`config.mk`:
```
export PLATFORM = sky130hd
export DESIGN_NAME = regfile_write_arbiter
export DESIGN_NICKNAME = d
export VERILOG_FILES = /design/src/rtl/regfile_write_arbiter.sv
export SDC_FILE = /design/constraint.sdc
export NUM_CORES = 1
export LEC_CHECK = 0
export BUFFER_PORTS_ARGS = -buffer_cell sky130_fd_sc_hd__buf_2
export CORE_MARGIN = 8
export CORE_UTILIZATION = 42
export DETAILED_ROUTE_END_ITERATION = 7
export MAX_ROUTING_LAYER = met4
export PLACE_DENSITY = 0.76
export SYNTH_ARGS = -nofsm -noshare
export SYNTH_HDL_FRONTEND = slang
export SYNTH_SLANG_ARGS = --single-unit
```
`constraint.sdc`:
```
create_clock -name clk -period 1.7 [get_ports clk]
set_clock_uncertainty 0.15 [all_clocks]
set_input_delay 0.255 -clock clk [delete_from_list [all_inputs] [get_ports clk]]
set_output_delay 0.255 -clock clk [all_outputs]
set_load 0.01 [all_outputs]
```
`src/rtl/regfile_write_arbiter.sv`:
```
`default_nettype none
// regfile_write_arbiter: zero-fills x1..x(2^AW-1) after reset, then round-robin
// shares the register file write port between writeback requesters A and B. Rev 1.0
module regfile_write_arbiter #(
  parameter int XLEN = 32,
  parameter int AW   = 5
) (
  input  logic            clk,
  input  logic            rst_n,
  input  logic            a_valid,
  output logic            a_ready,
  input  logic [AW-1:0]   a_addr,
  input  logic [XLEN-1:0] a_data,
  input  logic            b_valid,
  output logic            b_ready,
  input  logic [AW-1:0]   b_addr,
  input  logic [XLEN-1:0] b_data,
  output logic            we3,
  output logic [AW-1:0]   wa3,
  output logic [XLEN-1:0] wd3,
  output logic            init_done,
  output logic [15:0]     stall_cnt
);

  typedef enum logic {CLEAR = 1'b0, RUN = 1'b1} state_t;

  localparam logic [AW-1:0] FIRST_IDX = {{(AW-1){1'b0}}, 1'b1};
  localparam logic [AW-1:0] LAST_IDX  = {AW{1'b1}};
  localparam logic          RR_A      = 1'b0;
  localparam logic          RR_B      = 1'b1;

  state_t        state, state_next;
  logic [AW-1:0] clr_idx;
  logic          rr_last;
  logic          stall;

  always_ff @(posedge clk or negedge rst_n) begin
    if (!rst_n) begin
      state <= CLEAR;
    end else begin
      state <= state_next;
    end
  end

  // Ready is gated by the requester's own valid; on a conflict the side not
  // granted last wins.
  always_comb begin
    state_next = state;
    a_ready    = 1'b0;
    b_ready    = 1'b0;
    case (state)
      CLEAR: begin
        if (clr_idx == LAST_IDX) state_next = RUN;
      end
      RUN: begin
        a_ready = a_valid && (!b_valid || (rr_last == RR_B));
        b_ready = b_valid && (!a_valid || (rr_last == RR_A));
      end
      default: state_next = CLEAR;
    endcase
  end

  assign stall     = (state == RUN) && ((a_valid && !a_ready) || (b_valid && !b_ready));
  assign init_done = (state == RUN);

  always_ff @(posedge clk or negedge rst_n) begin
    if (!rst_n) begin
      clr_idx   <= FIRST_IDX;
      rr_last   <= RR_B;
      we3       <= 1'b0;
      wa3       <= '0;
      wd3       <= '0;
      stall_cnt <= '0;
    end else begin
      if (state == CLEAR) begin
        we3     <= 1'b1;
        wa3     <= clr_idx;
        wd3     <= '0;
        clr_idx <= clr_idx + 1'b1;
      end else if (a_ready) begin
        // x0 writes still complete the handshake but never reach the array.
        we3     <= (a_addr != '0);
        wa3     <= a_addr;
        wd3     <= a_data;
        rr_last <= RR_A;
      end else if (b_ready) begin
        we3     <= (b_addr != '0);
        wa3     <= b_addr;
        wd3     <= b_data;
        rr_last <= RR_B;
      end else begin
        we3     <= 1'b0;
      end

      if (stall && (stall_cnt != 16'hFFFF)) stall_cnt <= stall_cnt + 16'd1;
    end
  end

endmodule
`default_nettype wire
```
[Word-level counts from Yosys, hierarchy flattened]
Index checks and enable logic that the tools add are counted.
Storage, ports and cells
  word-level logic and storage cells: 45
  bits of input ports: 78
  bits in registers: 61
  output and inout bits: 57
Cells by class
  reduce and logical (&&, ||, !) cells: 17
  bitwise gates (word level): 1
  add/sub/neg operators: 2
  equal/unequal tests: 3
  mux-type cells: 15
Operator list (number)
  $mux W32: 3
  $add A16 B1 Y16 const B: 1
  $ne A16 B16 Y1 const B: 1
  $mux W5: 3
  $reduce_bool A5 Y1: 2
  $mux W1: 9
  $logic_and A1 B1 Y1: 6
  $add A5 B1 Y5 const B: 1
  $eq A5 B5 Y1 const B: 1
  $logic_not A1 Y1: 4
  $logic_or A1 B1 Y1: 3
  $ne A3 B3 Y1 const B: 1
  $reduce_and A2 Y1: 1
  $reduce_bool A2 Y1: 1
  $not A1 Y1: 1

[Logic depth before layout (Yosys ltp)]
  word-level depth: 9
  gate-level depth with buffers: 6
  gate-level depth less buffers: 5

[Worst setup path before layout]
No wires, ideal clock.
  kind: register -> register
  from: register stall_cnt[0]
  to: register stall_cnt[1]
  arrival time: 1.628 ns
  stages on the path, launching flop included: 6
  clock period less this slack: 1.903 ns
  data required time: 1.425 ns
  library setup time: 0.125 ns
  path slack: -0.203 ns
  buffers on the path: 0
  cells stage by stage: dfrtp_1 -> ha_1 -> nand4_1 -> or4_4 -> and2_4 -> mux2_4
Between the ends
  longest elaborated chain between the ends: 2
  elaborated cells on any way between the ends: 3
  those cells by class: add/sub: 1; eq/ne: 1; reduce/logical: 1
Ends and longest elaborated chain
  start, declared: RTL line 22  | output logic [15:0] stall_cnt
  start signal, assigned: RTL line 95  | if (stall && (stall_cnt != 16'hFFFF)) stall_cnt <= stall_cnt + 16'd1;
  branches (longest 2 deep; another with $add A16 B1 Y16)
Parallel ways; which one is timed is not known.
A chain may end at the register's enable or synchronous reset.

[Worst setup path after layout]
Same ends and word-level chain as after synthesis.

==> qor.txt <==
status: complete, but fails checks
failing checks: negative setup slack
final hold vios: 0
setup TNS: -0.164 ns
Setup crit start kind: flip-flop
slowest stage delay, CP: 0.43 ns
Lkg Pwr: 2.15 nW
cells after synthesis: 279
root buffer cell: clkbuf_8
Min-Delay Path Class: primary input to flip-flop
clock buffer count from CTS: 9
io pins: 135
Placement Rows: 30
Layout area overhead: 46.0%
share of post-route cells with drive strength above 1: 0.489
Peak Freq: 0.555 GHz
Slowest-stage cell, CP: or4_4
Slew Viols, Final: 0
Netlist cell types: 37
synthesized area per cell: 10.6 µm²
CTS tree: done
unrepaired setup endpoints after global routing: true
actual slew at the worst max-slew pin: 0.326 ns
YS warnings: 0
full die area: 0.0100 mm²
fin crit period: 1.80 ns
worst setup margin: -0.103 ns
Total GRT Usage: 0.183
commonest non-fill, non-tap cell in the layout: buf_2
register area: 0.00153 mm²
worst-skew pair later-pin latency: 0.33 ns
CP Buf/Inv Count: 0
setup violators final: 2
vias per cell: 5.06
PortBufs: 134
ANT cells: 0
H-Tree Depth: 3
Post-Place Cells: 521
DR pass1 iterations: 4
first-pass GRT wire length: 14200 µm
GRT overflow: 0
Crit Path Class: flip-flop to flip-flop
worst vdd ir: 0.479 mV
core area: 0.00683 mm²
RePlAce Congestion: 0.902
CP cell instances: ha_4 -> nand4_1 -> or4_4 -> and2_4 -> mux2_4
Routed Antenna Nets: 0
antenna violations before repair: 0
Post-Syn Nets: 360
width of the chip: 100 µm
clock-pin transition on the worst setup and hold timing paths: 0.07 ns
crit path max fanout: 2
Post-route DRC: 0
commonest cells after routing, fill and taps aside: buf_2 (133), dfrtp_1 (58), nand3_1 (47)
die height: 100 µm
pwr dens: 887 mW/mm²
post-DR wirelength/cell: 16.1 µm
Worst slew margin: 0.783
Vias: 2764
Required @ worst endpoint: 1.76 ns
Post-Layout Cell Count: 546
largest net degree at the start of global routing: 75
CP Capture Type: flip-flop
Final nets: 526
Post-Syn Area: 0.00297 mm²
max-cap viol count: 0
CTS max path bufs: 2
detailed placer's ending HPWL: 6410 µm
r2r setup slk: -0.10 ns
Post-Route WL: 8800 µm
First DRT Iteration DRCs: 73
delay-heaviest family, CP: simple AND/OR/NAND/NOR gates
clk sinks: 61
Arr. time, crit path: 1.86 ns
sequential fraction of the synthesis area: 0.515
Fillers: 591
Starting Density: 0.435
flop and latch count out of synthesis: 61
fin crit share: 1.06
vias in the first global route: 3051
footprint of the multi-input gates: 0.00142 mm²
==> through the flow <==
step	utilization	setup slack, ns	hold WS (ns)	cell area, µm²	power [mW]
2_1_floorplan	-	-0.194	-0.191	2980	2.13
5_1_grt	0.635	-0.139	0.0464	4340	4.05
3_3_place_gp	0.581	-0.0799	0.133	3970	2.57
4_1_cts	0.623	-0.120	0.0202	4260	3.86
3_5_place_dp	0.581	-0.162	0.142	3970	2.62
6_report	0.635	-0.103	0.0438	4340	3.85
==> what timing repair did <==
item                                    in CTS  in global routing
buffers inserted                             5                  2
endpoints found under the hold margin       59                  0
resized for setup                            8                 24
hold buffers                                 1                  0
endpoints found under the setup margin      11                 45
pin swaps                                    4                  4
gates cloned                                 1                  0
==> area by class of cell <==
class / instances / share of cell area
flip-flops and latches: 61 / 0.353
clock inverters: 4 / 0.00519
well taps: 96 / 0.0277
multi-input cells: 193 / 0.328
inverters: 8 / 0.00692
repair buffers: 172 / 0.243
clock buffers: 12 / 0.0358
==> cells in the mapped netlist (all sizes together) <==
library cell | number | share of area
a31oi | 4 | 0.0084
and4 | 1 | 0.0034
nor2b | 2 | 0.0042
or2 | 1 | 0.0021
nand3 | 48 | 0.083
nand4 | 6 | 0.017
xnor2 | 10 | 0.029
and3 | 5 | 0.012
mux2i | 37 | 0.12
and2 | 1 | 0.0029
clkbuf | 9 | 0.011
xor2 | 3 | 0.0088
a211oi | 2 | 0.0051
a21boi | 1 | 0.0025
dfstp | 2 | 0.018
buf | 8 | 0.013
inv | 8 | 0.010
nor3 | 1 | 0.0017
nor2 | 3 | 0.0038
o21ai | 39 | 0.066
o221ai | 4 | 0.012
a21oi | 5 | 0.0097
nand2 | 7 | 0.0088
dfrtp | 59 | 0.50
ha | 3 | 0.013
or4 | 3 | 0.0088
nor4 | 2 | 0.0042
mux2 | 5 | 0.020
==> routing by layer <==
layer / track usage / part of all wire / vias up / routed length, µm
met4: 0.0767 / 0.013 / 0 / 115
met2: 0.301 / 0.50 / 103 / 4400
met3: 0.0415 / 0.051 / 10 / 450
met5: - / 0 / - / 0
li1: - / - / 1347 / -
met1: 0.211 / 0.44 / 1304 / 3830
==> worst paths after layout <==
check                                               from                  endpoint  depth (start not counted)
worst max-delay path            stall_cnt[0]$_DFFE_PN0P_  stall_cnt[1]$_DFFE_PN0P_                          5
worst min-delay path                           a_addr[3]             we3$_DFF_PN0_                          3
worst max register to register  stall_cnt[0]$_DFFE_PN0P_  stall_cnt[1]$_DFFE_PN0P_                          5
worst min register to register       rr_last$_DFFE_PN1P_       rr_last$_DFFE_PN1P_                          2
max in group asynchronous                          rst_n       rr_last$_DFFE_PN1P_                          3
min in group asynchronous                          rst_n  stall_cnt[5]$_DFFE_PN0P_                          3
==> kinds of logic (layout without fill, tap and decap cells) <==
kind of cell	Yosys count	count (layout)	synth area share
and+or+nand+nor	80	80	0.151
DFF	61	61	0.515
AOI/OAI and AO/OA	55	55	0.103
muxes	42	42	0.145
buffers and inverters	25	196	0.0350
xor gates and xnor gates	13	13	0.0383
adders and majority gates	3	3	0.0126
==> sequential cells by signal (all words and copies together), names as in the netlist <==
register	cells
clr_idx	5
init_done	1
rr_last	1
stall_cnt	16
wa3	5
wd3	32
we3	1
==> worst min-delay path, stage by stage <==
cell and delay (ns):
buf_2 0.08, o21ai_0 0.07, nand3_1 0.08
==> power by group <==
| part | total (mW) | switching [mW] | internal (mW) |
|---|---|---|---|
| combinational | 0.990 | 0.499 | 0.491 |
| sequential | 1.72 | 0.106 | 1.61 |
| clock | 1.14 | 0.541 | 0.601 |
| total | 3.85 | 1.15 | 2.70 |
(Power assumes the default switching activity.)
